===== src/rtl/proc_arb_pkg.sv =====
// Purpose: shared state encoding, issue-tag type and ID width helper for proc_input_arbiter.
// Latency: none, types and constants only.
// Backpressure: none, types and constants only.
package proc_arb_pkg;

   // Legacy-compatible state codes; the enum below is built on them
   localparam logic [1:0] ST_IDLE  = 2'd0;
   localparam logic [1:0] ST_RUN   = 2'd1;
   localparam logic [1:0] ST_DRAIN = 2'd2;

   typedef enum logic [1:0] {
      IDLE  = ST_IDLE,
      RUN   = ST_RUN,
      DRAIN = ST_DRAIN
   } arb_state_t;

   // Tag id is sized for the largest supported requester count (8)
   localparam int TAG_ID_W = 3;

   typedef struct packed {
      logic                valid;
      logic [TAG_ID_W-1:0] id;
   } tag_t;

   // Requester index width; a single requester still gets one bit
   function automatic int id_w(input int n);
      return (n > 1) ? $clog2(n) : 1;
   endfunction

endpackage


===== src/rtl/rr_arbiter.sv =====
// Purpose: round-robin pick of one request, scanning upward from ptr+1 with wrap.
// Latency: purely combinational.
// Backpressure: grant is forced to zero while enable is low.
module rr_arbiter
   import proc_arb_pkg::*;
#(
   parameter int NUM_REQ = 4,
   parameter int ID_W    = id_w(NUM_REQ)
) (
   input  logic [NUM_REQ-1:0] req,
   input  logic [ID_W-1:0]    ptr,
   input  logic               enable,
   output logic [NUM_REQ-1:0] grant,
   output logic [ID_W-1:0]    idx,
   output logic               any
);

   // Scan distance of requester i from ptr: ptr+1 is 0, ptr itself is NUM_REQ-1
   function automatic int scan_dist(input int i, input logic [ID_W-1:0] p);
      return (i - int'(p) - 1 + 2 * NUM_REQ) % NUM_REQ;
   endfunction

   int best;

   // Winner is the valid requester with the smallest scan distance
   always_comb begin
      grant = '0;
      idx   = '0;
      any   = 1'b0;
      best  = NUM_REQ;
      for (int i = 0; i < NUM_REQ; i++) begin
         if (enable && req[i] && (scan_dist(i, ptr) < best)) begin
            best = scan_dist(i, ptr);
            idx  = ID_W'(i);
            any  = 1'b1;
         end
      end
      if (any) begin
         grant[idx] = 1'b1;
      end
   end

endmodule


===== src/rtl/proc_input_arbiter.sv =====
// Purpose: round-robin share of one processor datapath, returning tagged results to requesters.
// Latency: issue at edge t -> rsp_valid visible after edge t+PROC_LAT+1.
// Backpressure: req_ready only in RUN; response path has no stall, one issue per cycle.
module proc_input_arbiter
   import proc_arb_pkg::*;
#(
   parameter int  NUM_REQ  = 4,
   parameter int  DATA_W   = 8,
   parameter int  PROC_LAT = 2,
   localparam int ID_W     = id_w(NUM_REQ)
) (
   input  logic                      clk,
   input  logic                      rst,
   input  logic                      cfg_enable,
   input  logic [NUM_REQ-1:0]        req_valid,
   input  logic [NUM_REQ*DATA_W-1:0] req_data,
   output logic [NUM_REQ-1:0]        req_ready,
   output logic [DATA_W-1:0]         proc_data_in,
   input  logic [DATA_W-1:0]         proc_data_out,
   output logic                      rsp_valid,
   output logic [ID_W-1:0]           rsp_id,
   output logic [DATA_W-1:0]         rsp_data,
   output logic                      busy
);

   arb_state_t        state;
   arb_state_t        state_nxt;
   logic [ID_W-1:0]   rr_ptr;
   logic [ID_W-1:0]   win_idx;
   logic              win_any;
   logic              run_en;
   logic [DATA_W-1:0] win_data;
   logic              tag_busy;

   // Stage 0 lines up with proc_data_in, stage PROC_LAT with proc_data_out
   tag_t tag_q [PROC_LAT+1];

   assign run_en = (state == RUN);

   rr_arbiter #(
      .NUM_REQ (NUM_REQ),
      .ID_W    (ID_W)
   ) u_rr (
      .req    (req_valid),
      .ptr    (rr_ptr),
      .enable (run_en),
      .grant  (req_ready),
      .idx    (win_idx),
      .any    (win_any)
   );

   // Select the winning requester's byte
   always_comb begin
      win_data = '0;
      for (int i = 0; i < NUM_REQ; i++) begin
         if (win_idx == ID_W'(i)) begin
            win_data = req_data[i*DATA_W +: DATA_W];
         end
      end
   end

   // Any issue still travelling through the tag pipe
   always_comb begin
      tag_busy = 1'b0;
      for (int i = 0; i <= PROC_LAT; i++) begin
         tag_busy = tag_busy | tag_q[i].valid;
      end
   end

   // Enable/drain control; re-enabling during a drain abandons it
   always_comb begin
      state_nxt = state;
      case (state)
         IDLE:    if (cfg_enable) state_nxt = RUN;
         RUN:     if (!cfg_enable) state_nxt = DRAIN;
         DRAIN:   if (cfg_enable) state_nxt = RUN;
                  else if (!tag_busy) state_nxt = IDLE;
         default: state_nxt = IDLE;
      endcase
   end

   // State, issue data register and round-robin pointer
   always_ff @(posedge clk or negedge rst) begin
      if (!rst) begin
         state        <= IDLE;
         rr_ptr       <= ID_W'(NUM_REQ - 1);
         proc_data_in <= '0;
      end else begin
         state <= state_nxt;
         if (win_any) begin
            proc_data_in <= win_data;
            rr_ptr       <= win_idx;
         end
      end
   end

   // Tag pipe shifts every cycle; bubbles enter as invalid tags
   always_ff @(posedge clk or negedge rst) begin
      if (!rst) begin
         for (int i = 0; i <= PROC_LAT; i++) begin
            tag_q[i] <= '0;
         end
      end else begin
         tag_q[0] <= '{valid: win_any, id: TAG_ID_W'(win_idx)};
         for (int i = 1; i <= PROC_LAT; i++) begin
            tag_q[i] <= tag_q[i-1];
         end
      end
   end

   // Response register; id and data hold between pulses
   always_ff @(posedge clk or negedge rst) begin
      if (!rst) begin
         rsp_valid <= 1'b0;
         rsp_id    <= '0;
         rsp_data  <= '0;
      end else begin
         rsp_valid <= tag_q[PROC_LAT].valid;
         if (tag_q[PROC_LAT].valid) begin
            rsp_id   <= ID_W'(tag_q[PROC_LAT].id);
            rsp_data <= proc_data_out;
         end
      end
   end

   assign busy = (state != IDLE) | tag_busy | rsp_valid;

endmodule


===== config.mk =====
export PLATFORM = sky130hd
export DESIGN_NAME = proc_input_arbiter
export DESIGN_NICKNAME = d
export VERILOG_FILES = /design/src/rtl/proc_arb_pkg.sv /design/src/rtl/rr_arbiter.sv /design/src/rtl/proc_input_arbiter.sv
export SDC_FILE = /design/constraint.sdc
export NUM_CORES = 1
export LEC_CHECK = 0
export CORE_UTILIZATION = 43
export DETAILED_ROUTE_END_ITERATION = 6
export PLACE_DENSITY = 0.79
export SYNTH_ARGS = -nofsm -noshare
export SYNTH_HDL_FRONTEND = slang
export SYNTH_SLANG_ARGS = --single-unit

===== constraint.sdc =====
create_clock -name clk -period 6.25 [get_ports clk]
set_clock_uncertainty 0.15 [all_clocks]
set_input_delay 0.9375 -clock clk [delete_from_list [all_inputs] [get_ports clk]]
set_output_delay 0.9375 -clock clk [all_outputs]
set_load 0.02 [all_outputs]

* After elaboration in Yosys (flattened, before gate mapping)
Index checks and enable logic that the tools add are counted.
Cells by class: add/subtract/negate cells 12, order comparisons 6, equal/unequal tests 8, muxes and demuxes 22, bitwise operators 8, reduce and logical (&&, ||, !) cells 17
Operators by type and width (number):
- adder 32 x 5 -> 32 bit (second input constant) | 4
- subtractor 32 x 2 -> 32 bit (second input constant) | 4
- < comparator 3 x 32 -> 1 bit | 3
- 2-to-1 mux 32 bit | 3
- 2-to-1 mux 8 bit | 4
- 2-to-1 mux 2 bit | 6
- logical AND 1 bit | 9
- OR reduction 2 bit | 4
- equality test 2 bit (second input constant) | 3
- 2-to-1 mux 1 bit | 6
- one-hot mux 2 bit (3 select lines) | 1
- subtractor 1 x 2 -> 3 bit (first input constant) | 2
- subtractor 2 x 2 -> 3 bit (first input constant) | 2
- AND 1 bit | 4
- equality test 2 x 1 -> 1 bit (second input constant) | 2
- logical NOT 2 bit | 2
- < comparator 3 x 4 -> 1 bit (second input constant) | 1
- 2-to-1 mux 4 bit | 1
- inequality test 2 bit (second input constant) | 2
- OR 1 bit | 4
- < comparator 2 x 3 -> 1 bit (second input constant) | 1
- inequality test 3 bit (second input constant) | 1
- AND reduction 3 bit | 1
- demux 1 bit (select 2 bit) | 1
- 2 further kinds | 2
Word-level totals: register bits 32, input bits 47, output and inout port bits 24, logic and storage cells 85

* Depth between registers and ports, before layout
Gate-level depths: netlist (run 1).
word-level depth 22, depth in mapped cells 25, gate-level depth less buffers 23

* Cells and area by module
A second synthesis (run 1) with hierarchy kept.
Unflattened totals: cell total of the unflattened synthesis 157, area, all modules 1746.7 um2
Modules (own cells, without submodules):
- proc_input_arbiter | times used 1, cells each 99, area each 1328.8 um2, sequential area each 803.3 um2
- rr_arbiter | times used 1, cells each 58, area each 417.9 um2, sequential area each 0.0 um2

* Worst setup path before layout (run 1)
OpenSTA, ideal clock, no wires.
kind flip-flop to output port, start point register rr_ptr[0], end point output port req_ready[0], arrival 4.891 ns, required time 5.162 ns, setup slack 0.271 ns, stages on the path, launching flop included 21, buffers on the path 1, cells stage by stage dfstp_2 > inv_1 > ha_1 > nor2_1 > ha_1 > or2b_1 > a2111oi_2 > a21oi_1 > ha_1 > or3b_2 > a21oi_1 > o21ai_0 > a21o_1 > ha_1 > nor2_1 > a211oi_1 > a21bo_2 > o211a_1 > buf_6 > o21bai_2 > nor3_1
On the way: word-level cells in the longest chain between the ends 22, elaborated cells between the ends (all ways) 44, those cells by class add/sub (12); order compare (6); mux (13); bitwise (4); reduce/logical (9)
RTL lines:
- start, declared | line proc_input_arbiter.sv:28 | logic [ID_W-1:0] rr_ptr;
- start signal, assigned | line proc_input_arbiter.sv:86 | rr_ptr <= ID_W'(NUM_REQ - 1);
- start signal, assigned | line proc_input_arbiter.sv:92 | rr_ptr <= win_idx;
- subtractor 1 x 2 -> 3 bit | line rr_arbiter.sv:20 | return (i - int'(p) - 1 + 2 * NUM_REQ) % NUM_REQ;
- subtractor 32 x 2 -> 32 bit | line rr_arbiter.sv:20
- adder 32 x 5 -> 32 bit | line rr_arbiter.sv:20
- OR reduction 2 bit (no source line)
- AND 1 bit (no source line)
- < comparator 3 x 4 -> 1 bit | line rr_arbiter.sv:32 | if (enable && req[i] && (scan_dist(i, ptr) < best)) begin
- logical AND 1 bit | line rr_arbiter.sv:32
- 2-to-1 mux 32 bit | line rr_arbiter.sv:32
- [... 7 more ...]
- logical AND 1 bit | line rr_arbiter.sv:32
- 2-to-1 mux 2 bit (*) | line rr_arbiter.sv:32
- via u_rr.idx[0] | line rr_arbiter.sv:14 | output logic [ID_W-1:0] idx,
- < comparator 2 x 3 -> 1 bit (implied by the code) or greater-or-equal comparator 2 x 1 -> 1 bit (tied branches) | line rr_arbiter.sv:39 | grant[idx] = 1'b1;
- logical AND 1 bit (implied by the code) | line rr_arbiter.sv:39
- 2-to-1 mux 1 bit (implied by the code) | line rr_arbiter.sv:39
- demux 1 bit (select 2 bit) (*)
- 2-to-1 mux 4 bit (*) | line rr_arbiter.sv:38 | if (any) begin
- end, declared | line proc_input_arbiter.sv:17 | output logic [NUM_REQ-1:0] req_ready,
Mark *: on every way through the listed nets, which the timed path passes. The rest lies on a longest branch.

* Worst setup path in the final report (run 1)
start point input port req_valid[0], end point output port req_ready[1]
On the way: word-level cells in the longest chain between the ends 17, elaborated cells between the ends (all ways) 24, those cells by class order compare (5); mux (13); reduce/logical (6)
RTL lines:
- start, declared | line proc_input_arbiter.sv:15 | input logic [NUM_REQ-1:0] req_valid,
- logical AND 1 bit (*) (2 in series) | line rr_arbiter.sv:32
- 2-to-1 mux 32 bit (*) | line rr_arbiter.sv:32
- < comparator 3 x 32 -> 1 bit | line rr_arbiter.sv:32
- logical AND 1 bit | line rr_arbiter.sv:32
- 2-to-1 mux 32 bit (*) | line rr_arbiter.sv:32
- < comparator 3 x 32 -> 1 bit | line rr_arbiter.sv:32
- logical AND 1 bit | line rr_arbiter.sv:32
- 2-to-1 mux 32 bit | line rr_arbiter.sv:32
- < comparator 3 x 32 -> 1 bit | line rr_arbiter.sv:32
- logical AND 1 bit | line rr_arbiter.sv:32
- 2-to-1 mux 2 bit (*) | line rr_arbiter.sv:32
- via u_rr.idx[1] | line rr_arbiter.sv:14
- < comparator 2 x 3 -> 1 bit (implied by the code) or greater-or-equal comparator 2 x 1 -> 1 bit (tied branches) | line rr_arbiter.sv:39
- logical AND 1 bit (implied by the code) | line rr_arbiter.sv:39
- 2-to-1 mux 1 bit (implied by the code) | line rr_arbiter.sv:39
- demux 1 bit (select 2 bit) (*)
- 2-to-1 mux 4 bit (*) | line rr_arbiter.sv:38
Marked as above.

==> flow_summary.json, run 1 <==
{
  "worstSetupStartpointType": "input port",
  "holdBufCountCts": 0,
  "initial_core_util_pct": 44.8,
  "clk_latency_ns": 0.29,
  "drtIter0Drc": 90,
  "final_common_cell": "clkdlybuf4s50_1",
  "syn-num-nets": 220,
  "gr-usage-all-layers_pct": 24.2,
  "cts_tree": "yes",
  "final.min_clock_period_ns": 6.04,
  "ios": 71,
  "synth_top_family_by_area": "compound AO/OA/AOI/OAI gates",
  "vias": 1744,
  "synth_compound_area_share_pct": 26.2,
  "async_reset_ff_share_pct": 100,
  "wl_mm": 5.12,
  "synth_seq_area_share_pct": 44.5,
  "h-tree-depth": 2,
  "ys_ff_latch": 32,
  "crit_fanout": 3,
  "setup_ws_ns": 0.207,
  "final.period_utilization_pct": 96.7,
  "grt_max_degree": 33,
  "synth_flop_cell": "dfrtp_1",
  "crit_arrival_ns": 4.96,
  "fp.dieArea_um2": 4460,
  "yosysWarnings": 0,
  "final_hold_viol_count": 0,
  "synth_edf_count": 0,
  "grt_pass1_wl_mm": 7.87,
  "ys_top_cells_by_area": "dfrtp_1 42%, ha_1 6.9%, mux2_2 6.2%, o211ai_1 5.4%, a22oi_1 3.7%",
  "synth_cell_types": 51,
  "synth_fa_ha_area_share_pct": 6.93,
  "post_cts_buffers": 0,
  "cts.root.buffer_cell": "clkbuf_8",
  "portBuffers": 70,
  "die_w_um": 66.8,
  "yosys.area.top_type": "dfrtp_1",
  "antenna_cells": 0,
  "clockBufferDepth": 2,
  "synth_area_per_cell_um2": 11.1,
  "core_area_um2": 4030,
  "postRouteAntennaNets": 0,
  "fp-row-count": 23,
  "drv_slew": 0,
  "hp-class": "register to register",
  "setup_viol": 0,
  "clkTransAtPathRegs_ns": 0.07,
  "synthSimpleGateAreaFrac_pct": 12.4,
  "rrSetupSlack_ns": 1.13,
  "wl_per_cell_um": 16.2,
  "cts-buffers-inserted": 5,
  "whs_ns": 0.209,
  "drc": 0,
  "overflow": 0,
  "final_cell_mix": "66 x clkdlybuf4s50_1, 31 x buf_4, 30 x dfrtp_1",
  "viasPerCell": 5.54,
  "power_density_nw_per_um2": 496,
  "power_leakage_nw": 1.24,
  "yosysTopAreaCellShare_pct": 41.6,
  "drt-pass1-iter-count": 4,
  "drive_gt1_share_pct": 26.0,
  "status": "finished clean",
  "final_net_count": 321,
  "endpoint_kind": "primary output",
  "dp_slack_ns": -0.433,
  "synthXorXnorAreaFrac_pct": 0.485,
  "crit_type": "input port to primary output",
  "synth_cells": 163,
  "cp.required_ns": 5.16,
  "grt_pass1_vias": 1696,
  "fmax_mhz": 165,
  "syn_area_um2": 1810,
  "synth.area.mux_share_pct": 6.23,
  "hpwl_mm": 3.84,
  "antenna_found_initial": 0,
  "fp.dieH_um": 66.8,
  "cap_viol_max_count": 0,
  "cts.sinks": 32,
  "area_growth_pct": 61.3,
  "ir_drop_v": 0.000290,
  "gp_congestion": 0.949
}
## cell usage after synthesis (2+ instances only)
cell,number
dfrtp_1,30
a21oi_1,5
inv_1,5
o21ai_0,4
nand2b_1,2
and2_1,4
clkbuf_1,2
nand3b_1,2
nor2_1,7
a31oi_1,8
dfstp_2,2
o211ai_1,13
nor2b_1,3
o32ai_1,7
a21o_1,3
nand2_1,4
ha_1,10
a22oi_1,9
buf_6,2
mux2_2,10
## what timing repair did
action                                  CTS  global route
endpoints found under the setup margin    4             3
resized for setup                        12            15
pin swaps                                 1             2
## layout make-up
cell class	count	area, um2
well taps	50	62.6
multi-input cells	120	992
flip-flops and latches	32	803
clock buffers	7	96.3
fillers	286	1110
repair buffers	99	907
clock inverters	1	30.0
inverters	6	22.5
## cells by family (layout without fill, tap and decap cells)
kind of cell               Yosys count  in the layout
AOI/OAI and AO/OA                   61             61
buffers and inverters               11            113
DFF                                 32             32
muxes                               10             10
xor gates and xnor gates             1              1
adders and majority gates           10             10
and+or+nand+nor                     37             37
other                                1              1
## worst paths after layout
kind,cells after the start,startpoint,to
worst max register to register,23,rr_ptr[1],proc_data_in[7]
worst min register to register,0,tag_q[5],tag_q[1]
max in group asynchronous,2,rst,rr_ptr[0]
min in group asynchronous,2,rst,tag_q[5]
worst min-delay path,0,tag_q[5],tag_q[1]
worst max-delay path,20,req_valid[0],req_ready[1]
## state kept, by name, summed over array words and instances, names as in the netlist
| name | cells |
|---|---|
| state | 2 |
| rsp_id | 2 |
| rsp_valid | 1 |
| rr_ptr | 2 |
| tag_q | 9 |
| proc_data_in | 8 |
| rsp_data | 8 |
## per-stage QoR
step | std cells | power, mW | TNS (ns) | cell area (um2) | util (%)
after CTS | 315 | 1.39 | 0 | 2880 | 71.4
after global placement | 307 | 1.15 | -0.877 | 2750 | 68.4
final | 315 | 1.45 | 0 | 2910 | 72.3
after floorplan | 163 | 0.819 | 0 | 1810 | -
after detailed placement | 307 | 1.18 | -1.20 | 2750 | 68.4
after global routing | 315 | 1.54 | -0.0537 | 2910 | 72.3
## where the power goes
part | total, mW | switching [mW] | internal [mW]
registers | 0.363 | 0.0582 | 0.305
logic | 0.863 | 0.420 | 0.444
clock network | 0.219 | 0.0786 | 0.141
## worst max-delay path, stage by stage
cell	delay, ns
clkdlybuf4s50_1	0.42
nand2_1	0.08
inv_1	0.05
ha_1	0.18
or3b_4	0.40
a2111oi_2	0.30
a21oi_1	0.14
ha_1	0.19
or3b_2	0.47
a21oi_2	0.19
o21ai_2	0.10
a21o_1	0.22
ha_4	0.29
nor2_1	0.05
a211oi_1	0.17
a21bo_2	0.16
o211a_1	0.21
o21ai_1	0.13
nor2b_2	0.13
buf_4	0.15
## per-layer routing
layer	vias up	part of all wire (%)	global-route usage, %
li1	843	-	-
met5	-	0	0
met1	837	44	30.2
met2	57	49	40.2
met3	7	5.2	6.16
met4	0	1.3	7.98
No activity file was read; power rests on OpenSTA's default activity.
==> run 2: changes to the inputs <==
Settings changed: CORE_MARGIN set to 3, CORE_UTILIZATION 43 to 35, PLACE_DENSITY 0.79 to 0.67.
==> run 2 against run 1 <==
Compared with the run above:
- hold slack improved by 0.0057 ns
- non-clock buffer count rose by 5
- via count fell by 0.69%
- flip-flop and latch count did not move
- die area rose by 36%
- critical endpoint is now req_ready[0]
- highest routed layer unchanged
==> flow_summary.json, run 2 (synthesized netlist as in run 1, its figures left out) <==
{
  "wl_mm": 5.07,
  "initial_core_util_pct": 37.3,
  "rrSetupSlack_ns": 1.31,
  "grt_pass1_wl_mm": 8.37,
  "drive_gt1_share_pct": 28.5,
  "cts.sinks": 32,
  "hpwl_mm": 3.90,
  "dr.max_layer_used": "met4",
  "worstSetupStartpointType": "input port",
  "final.period_utilization_pct": 96.0,
  "gp_congestion": 0.963,
  "endpoint_kind": "primary output",
  "drt-pass1-iter-count": 4,
  "gr-usage-all-layers_pct": 17.2,
  "drv_slew": 0,
  "max_stage_delay_ns": 0.47,
  "cts.root.buffer_cell": "clkbuf_8",
  "critPathTopFamily": "compound AO/OA/AOI/OAI gates",
  "multi_input_area_um2": 1020,
  "status": "finished clean",
  "post-route-util_pct": 61.3,
  "final_hold_viol_count": 0,
  "regMostFlops": "tag_q",
  "vias": 1732,
  "antenna_cells": 0,
  "holdBufCountCts": 0,
  "final_net_count": 326,
  "fp.dieArea_um2": 6060,
  "hp-class": "register to register",
  "postRouteAntennaNets": 0,
  "power_leakage_nw": 1.26,
  "r2r_end": "proc_data_in[2]",
  "crit_type": "input port to primary output",
  "drtIter0Drc": 54,
  "setup_ws_ns": 0.251,
  "ir_drop_v": 0.000246,
  "seq_area_um2": 803,
  "core_area_um2": 4850,
  "crit_path_end": "req_ready[0]",
  "viasPerCell": 5.14,
  "antenna_found_initial": 0,
  "cp.depth": 20,
  "wl_per_cell_um": 15.0,
  "cts-buffers-inserted": 5,
  "dp_slack_ns": -0.473,
  "cp_slowest_cell": "or3b_2",
  "largest_reg_flops": 9,
  "fp-row-count": 25,
  "m1WireLength_mm": 2.24,
  "ios": 71,
  "portBuffers": 70,
  "cp_num_buf_inv": 3,
  "overflow": 0,
  "crit_fanout": 4,
  "route.met2.wl_mm": 2.52,
  "power_density_nw_per_um2": 476,
  "rsz0062_at_grt": "no",
  "largestRegisters": "tag_q x9, proc_data_in x8, rsp_data x8",
  "cp_cell_sequence": "clkdlybuf4s50_1, nand2_1, inv_1, ha_1, or3b_4, a2111oi_4, a21oi_2, ha_1, or3b_2, a21oi_2, o21ai_2, a21o_1, ha_4, nor2_2, a211oi_2, a21bo_2, o211a_4, o21bai_4, nor3_1, buf_4",
  "grt_max_degree": 33,
  "crit_arrival_ns": 4.91,
  "clkTransAtPathRegs_ns": 0.07,
  "setup_viol": 0,
  "clockBufferDepth": 2,
  "cp-startpoint": "req_valid[0]",
  "r2r_start": "rr_ptr[0]",
  "drc": 0,
  "fp.dieH_um": 77.8,
  "die_w_um": 77.8,
  "clk_latency_ns": 0.28,
  "cts_tree": "yes",
  "h-tree-depth": 2,
  "area_growth_pct": 64.4,
  "final_common_cell": "clkdlybuf4s50_1",
  "final.min_clock_period_ns": 6.00,
  "fmax_mhz": 167,
  "reg2reg_depth": 20,
  "wl_met3_um": 273,
  "final_cell_mix": "66 x clkdlybuf4s50_1, 36 x buf_4, 30 x dfrtp_1",
  "n_fill_cell": 408,
  "grt_pass1_vias": 1725,
  "cp.required_ns": 5.16,
  "cap_viol_max_count": 0
}
run 2: cell count changes in the layout (fill, tap and decap cells not counted), sizes merged:
cell,before,now
dlygate4sd2,1,0
buf,31,36
clkbuf,8,6
clkinv,0,3
bufinv,1,0
dlymetal6s2s,0,1
run 2: worst min-delay path by stage:
stage          startpoint        to  slack, ns  cells past startpoint
2_1_floorplan    tag_q[4]  tag_q[0]       0.18                      0
3_5_place_dp     tag_q[5]  tag_q[1]       0.19                      0
5_1_grt          tag_q[4]  tag_q[0]       0.22                      0
3_3_place_gp     tag_q[4]  tag_q[0]       0.18                      0
6_report         tag_q[5]  tag_q[1]       0.21                      0
4_1_cts          tag_q[8]  tag_q[4]       0.22                      0
run 2: layout make-up:
cell class | count | area share [%]
repair buffers | 104 | 31.9
flip-flops and latches | 32 | 27.0
clock buffers | 5 | 2.32
multi-input cells | 120 | 34.5
inverters | 6 | 0.758
well taps | 67 | 2.82
clock inverters | 3 | 0.632
run 2: power breakdown:
group	internal (mW)	switching, mW
Combinational	0.467	0.438
Clock	0.0774	0.0750
Sequential	0.305	0.0525
run 2: repair_timing:
action,4_1_cts,5_1_grt
setup buffers,0,2
resized for setup,16,16
endpoints found under the setup margin,4,4
pin swaps,2,3
run 2: metal layers:
metal  track usage, %  vias to the layer above
li1                 -                      852
met3             4.29                        4
met5                0                        -
met1             23.0                      825
met4             3.74                        0
met2             28.0                       51
run 2: through the flow:
| step | hold slack, ns | power, mW | cell area [um2] | std cells | setup TNS [ns] |
|---|---|---|---|---|---|
| final | 0.215 | 1.42 | 2970 | 337 | 0 |
| after global routing | 0.225 | 1.52 | 2970 | 337 | 0 |
| after CTS | 0.215 | 1.35 | 2900 | 335 | 0 |
| after detailed placement | 0.186 | 1.18 | 2800 | 327 | -1.22 |
| after global placement | 0.183 | 1.17 | 2800 | 327 | -1.02 |
| after floorplan | 0.181 | 0.819 | 1810 | 163 | 0 |
